**config.mk**
```make
export PLATFORM = sky130hd
export DESIGN_NAME = wb_regfile
export DESIGN_NICKNAME = d
export VERILOG_FILES = /design/src/rtl/wb_regfile.sv
export SDC_FILE = /design/constraint.sdc
export NUM_CORES = 1
export LEC_CHECK = 0
export ABC_AREA = 0
export CORE_MARGIN = 2
export CORE_UTILIZATION = 27
export DETAILED_ROUTE_END_ITERATION = 6
export GPL_ROUTABILITY_DRIVEN = 0
export PLACE_DENSITY_LB_ADDON = 0.1
export SKIP_CTS_REPAIR_TIMING = 1
export SLEW_MARGIN = 30
export SYNTH_ARGS = -nofsm -noshare
export SYNTH_HDL_FRONTEND = slang
export SYNTH_SLANG_ARGS = --single-unit
```
**constraint.sdc**
```tcl
create_clock -name clk -period 3.4 [get_ports clk]
set_clock_uncertainty 0.15 [all_clocks]
set_input_delay 0.68 -clock clk [delete_from_list [all_inputs] [get_ports clk]]
set_output_delay 0.68 -clock clk [all_outputs]
set_load 0.01 [all_outputs]
```
**src/rtl/wb_regfile.sv**
```systemverilog
// Writeback stage and architectural register file: selects the writeback value,
// commits it to the register array, serves two bypassed read ports and counts commits.
module wb_regfile #(
    parameter int DW   = 16,
    parameter int NREG = 8
) (
    input  logic                    clk,
    input  logic                    rst,
    input  logic                    en,
    input  logic                    reg_write,
    input  logic                    mem_to_reg,
    input  logic                    JALen,
    input  logic [DW-1:0]           read_data,
    input  logic [DW-1:0]           result,
    input  logic [DW-1:0]           nextPC,
    input  logic [$clog2(NREG)-1:0] reg_wr_sel,
    input  logic [$clog2(NREG)-1:0] rd1_sel,
    input  logic [$clog2(NREG)-1:0] rd2_sel,
    output logic [DW-1:0]           rd1_data,
    output logic [DW-1:0]           rd2_data,
    output logic [DW-1:0]           wb_data,
    output logic                    wb_valid,
    output logic [$clog2(NREG)-1:0] wb_last_sel,
    output logic [15:0]             wr_count
);

    logic [DW-1:0] regs [NREG];
    logic          commit;

    // The jump link value wins over a load, which wins over the ALU result.
    always_comb begin
        wb_data = result;
        if (JALen)
            wb_data = nextPC;
        else if (mem_to_reg)
            wb_data = read_data;
    end

    assign commit = en & reg_write & ~rst;

    always_ff @(posedge clk) begin
        if (rst) begin
            for (int i = 0; i < NREG; i++)
                regs[i] <= '0;
            wb_valid    <= 1'b0;
            wb_last_sel <= '0;
            wr_count    <= '0;
        end else begin
            wb_valid <= commit;
            if (commit) begin
                regs[reg_wr_sel] <= wb_data;
                wb_last_sel      <= reg_wr_sel;
                if (wr_count != 16'hFFFF)
                    wr_count <= wr_count + 16'd1;
            end
        end
    end

    // Same-cycle bypass lets decode see a value that is only committed at the next edge.
    always_comb begin
        rd1_data = regs[rd1_sel];
        rd2_data = regs[rd2_sel];
        if (commit && (rd1_sel == reg_wr_sel))
            rd1_data = wb_data;
        if (commit && (rd2_sel == reg_wr_sel))
            rd2_data = wb_data;
    end

endmodule

```
Word-level counts from Yosys, hierarchy flattened:

Memories as Yosys holds them, arrays and structs flattened.
Index checks and enable logic that the tools add are counted.

* register bits after elaboration: 20
* bits in writable memories: 128
* bits of input ports: 63
* output and inout bits: 68
* word-level logic and storage cells: 27
* memories: 1

Memory list
* regs: depth 8, width 16, rd ports 2, clocked after Yosys merged registers in 0, write ports 8, RTL line 27 `logic [DW-1:0] regs [NREG];`

* add/sub/neg operators: 1
* eq/ne operators: 3
* multiplexer cells: 12
* bitwise gates (word level): 3
* reduce and logical (&&, ||, !) cells: 4

Operators with widths (count)
* $mux 16: 5
* $add 16x1->16 const B: 1
* $ne 16x16->1 const B: 1
* $reduce_or 16->1: 1
* $eq 3x3->1: 2
* $mux 1: 6
* $mux 3: 1
* $and 1x1->1: 2
* $logic_and 1x1->1: 2
* $reduce_and 2->1: 1
* $not 1->1: 1

Depth between registers and ports, before layout:

* depth in word-level cells: 7
* gate-level depth with buffers: 8
* mapped depth without buffers: 5

Worst setup path before layout:

OpenSTA, ideal clock, no wires.

* kind: input-to-output
* start: input rd1_sel[0]
* end: output rd1_data[10]
* arrival time: 2.196 ns
* data required time: 2.570 ns
* path slack: 0.374 ns
* stages: 6
* buffers on the path: 2
* cell sequence: clkbuf_1 > buf_2 > mux4_2 > nor2b_1 > a211oi_1 > a21oi_1

* word-level cells in the longest chain between the ends: 3
* elaborated cells on any way between the ends: 4
* those cells by class: 1 x eq/ne; 1 x mux; 1 x reduce/logical; 1 x memory

Ends and longest elaborated chain
* start: declaration: RTL line 17 `input logic [$clog2(NREG)-1:0] rd1_sel,`
* parallel branches: the longest is 2 deep, another holds $mem_v2 8x16
* $mux 16 (*): RTL line 63 `if (commit && (rd1_sel == reg_wr_sel))`
* end: declaration: RTL line 19 `output logic [DW-1:0] rd1_data,`

Mark *: on every way between the ends.

Final worst setup path:

* start: input en
* end: output rd1_data[12]

* word-level cells in the longest chain between the ends: 4

Ends and longest elaborated chain
* start: declaration: RTL line 9 `input logic en,`
* $and 1x1->1 (2 in series): RTL line 39 `assign commit = en & reg_write & ~rst;`
* $logic_and 1x1->1: RTL line 63
* $mux 16: RTL line 63

Every way passes these cells.

==> flow_results.org <==
** Critical path
- STA classifies the critical path startpoint as a primary input.
- The worst setup path is of the in2out kind.
- Highest cell delay on the worst timing path :: 560 ps
- Top fanout value on the critical path :: 13
- The worst setup path is captured at a primary output.
- Data on the critical path is required at its endpoint by 2570 ps.
- In this design, the critical path's most frequently occurring cell is clkdlybuf4s50_1.
- Critical-path cell with the highest stage delay :: clkdlybuf4s50_1
- Endpoint arrival time on the critical path :: 2770 ps
- Walking the worst path, the cells encountered are clkdlybuf4s50_1 -> nand3b_4 -> nor4_4 -> bufbuf_16 -> a211oi_1 -> a21oi_1 -> clkdlybuf4s50_1.

** Outcome
- Run status :: complete, but fails checks
- The final reports fail on negative setup slack.

** Timing
- The number of failing hold endpoints at the final stage is 0.
- The routed design could run at a clock period as short as 3600 ps.
- Worst Hold Slack :: 319 ps
- The count of pins over their slew limit came to 0.
- For the pin with the worst max-slew slack, the measured transition is 531 ps.
- Across all setup checks in the final design, the least slack found is -204 ps.
- Static timing analysis puts the maximum clock frequency at 0.277 GHz.
- Period utilization :: 106%
- Unrepaired setup endpoints after global routing :: true
- Worst slew margin :: 64.2%
- Number of failing setup endpoints in the final timing report :: 2

** Synth
- In this run the cell area of the synthesized design comes to 8050 µm².
- Syn nets :: 740
- Number of register bits inferred by synthesis :: 148
- Sequential element share of the synthesized area :: 52.7%
- Gate count after technology mapping :: 676
- Yosys printed 0 warnings.
- After synthesis, the mean cell area works out to 11.9 µm².
- Netlist cell types :: 28

** Power and ir drop
- For this design the total switching power over the nets is 1.21 mW.
- Across the VDD grid, the largest voltage drop is 286 µV.
- Internal power comes to 3.65 mW.
- Net switching is 25.0% of the power.
- Sequential cell fraction of total power :: 43.4%
- Power density of the placed cells :: 430 nW/µm²
- Comb pwr share :: 18.1%
- Leakage power :: 4.37 nW
- The clock network accounts for 38.5% of the total power.

** Global routing
- For met1 alone, demand over resource in global routing was 20.8%.
- The first global-routing pass estimated 39700 µm of wire.
- Final global-route overflow total :: 0
- Number of antenna violations at the first check in global routing :: 0
- The number of global-route vias before repair was 6734.
- For met2 alone, demand over resource in global routing was 31.4%.
- Met3 demand-to-capacity share in global routing :: 3.16%
- Maximum number of pins on one net before global-route repair :: 33
- In the global route stage, overall resource usage came out at 17.1%.
- Global route hottest layer :: met2

** Layout
- Relative area change from synthesis to final layout :: 40.6%
- For this run, the post-layout net count is 926.
- Final antenna diode count :: 0
- Commonest non-fill, non-tap cells in the layout :: nor2_1 (150), edfxtp_1 (128), clkdlybuf4s50_1 (94), buf_4 (82), mux4_2 (64)
- Most common cell after layout, fill and taps aside :: nor2_1
- Share of layout cells above drive strength 1 :: 24.1%
- Count of placed standard cells in the final layout, fillers left out :: 1265
- Layout Utilization :: 38.4%

** Routing
- The detail route stage leaves a number of antenna-violating nets equal to 0.
- Dividing the detail-routed wire length by the instance count gives 21.0 µm.
- The detailed router placed 6239 vias in this run.
- Detailed-route DRC error count :: 0
- Pre-Repair DR Iteration Count :: 5
- In the routed layout, each cell is associated on average with a via count of 4.93.
- Number of violations reported at the end of detailed-routing iteration 0 :: 375
- Total Wirelength :: 26500 µm

** Placed design
- The wire-length estimate of the detail-placed layout is 18500 µm.
- Number of buffers added on ports :: 130
- OpenSTA, run right after detailed placement, puts the worst setup slack at -485 ps.
- Placed instance count :: 1229

** Floorplan
- 131 I/O pins were placed.
- Die H :: 177 µm
- The floorplan step defined a die boundary enclosing 31200 µm².
- Placement row count :: 63
- Initial core utilization :: 27.3%
- Area of the core :: 29500 µm²
- Chip width :: 177 µm

** Clock network
- Buffers from clock root to sink, at most :: 2
- TritonCTS built the clock tree.
- CTS root buf :: clkbuf_16
- The later pin in the worst-skew pair is clocked with a latency of 420 ps.
- Counting every sink on the clock net gives 148.
- The H-tree was split into 4 levels.
- Clock transition at the registers of the reported paths :: 70 ps
- Number of buffers inserted during clock tree synthesis :: 17

** Hold path
- The worst hold path belongs to the class reg2reg.

** Job
- Number of violations of the max-capacitance limit :: 0
==> power by group through the flow <==
stage	combinational, mW	clock [mW]	sequential [mW]
after floorplan	0.431	0	2.13
after global placement	0.891	0	2.14
after detailed placement	0.897	0	2.15
after CTS	0.900	1.91	2.11
after global routing	0.944	1.97	2.12
final	0.879	1.87	2.11
==> layer usage <==
metal	up-vias	share of wire (%)
met5	-	0
met3	23	4.7
li1	2897	-
met2	164	52
met4	0	1.1
met1	3155	42
==> worst max-delay path, delay by kind of cell <==
| family | cells | cell delay (ps) |
|---|---|---|
| compound gates | 2 | 210 |
| buf+inv | 3 | 1440 |
| simple gates | 2 | 430 |
==> stage by stage <==
stage               power, mW  cell area [µm²]  setup TNS (ps)
global route             5.04            11300            -642
detailed placement       3.05            10500           -9470
global placement         3.04            10500           -8930
finish                   4.86            11300            -398
CTS                      4.92            11100           -9780
floorplan                2.56             8050               0
==> final timing paths <==
check	from	end	slack (ps)	cells after the start
worst min-delay path	wb_last_sel[2]	wb_last_sel[2]	320	2
worst min register to register	wb_last_sel[2]	wb_last_sel[2]	320	2
worst max-delay path	en	rd1_data[12]	-200	7
worst max register to register	wr_count[0]	wr_count[1]	1090	6
==> registers in the layout, indices dropped and copies added (netlist names) <==
signal       flops
wr_count        16
wb_valid         1
wb_last_sel      3
regs           128
==> synth_stat cells <==
cell type | n | area [µm²]
nor2_1 | 150 | 563
edfxtp_1 | 128 | 3840
mux4_2 | 64 | 1440
a21oi_1 | 62 | 310
clkbuf_1 | 56 | 210
nor2b_1 | 34 | 213
a211oi_1 | 32 | 240
dfxtp_1 | 20 | 400
inv_1 | 19 | 71.3
mux2i_1 | 18 | 180
nand3_1 | 14 | 70.1
nand2_1 | 11 | 41.3
buf_2 | 10 | 50.1
nand2b_1 | 8 | 50.1
o21ai_0 | 7 | 35.0
or3_1 | 7 | 43.8
xor2_1 | 7 | 61.3
nand4_1 | 6 | 37.5
o31ai_1 | 6 | 45.0
or4_1 | 6 | 45.0
nor4_1 | 3 | 18.8
and3_1 | 2 | 12.5
and4_1 | 1 | 8.76
ha_1 | 1 | 12.5
nand3b_1 | 1 | 7.51
nand3b_4 | 1 | 20.0
nor3b_1 | 1 | 7.51
o41ai_1 | 1 | 8.76
==> logic make-up after synthesis <==
logic type	Yosys count	share of synthesized area, %
buffers and inverters	85	4.12
AND/OR/NAND/NOR	245	14.1
XOR/XNOR	7	0.762
flip-flops	148	52.7
adder cells (fa/ha/maj)	1	0.155
AO/OA/AOI/OAI	108	7.94
multiplexers	82	20.1
==> final cells by class <==
cell class,count,area [µm²]
fill,2882,18200
clock inverter,9,61.3
multi-input combinational,443,3530
inverter,19,71.3
sequential,148,4240
tap,390,488
clock buffer,23,532
timing repair buffer,233,2390
(Power assumes the default switching activity.)
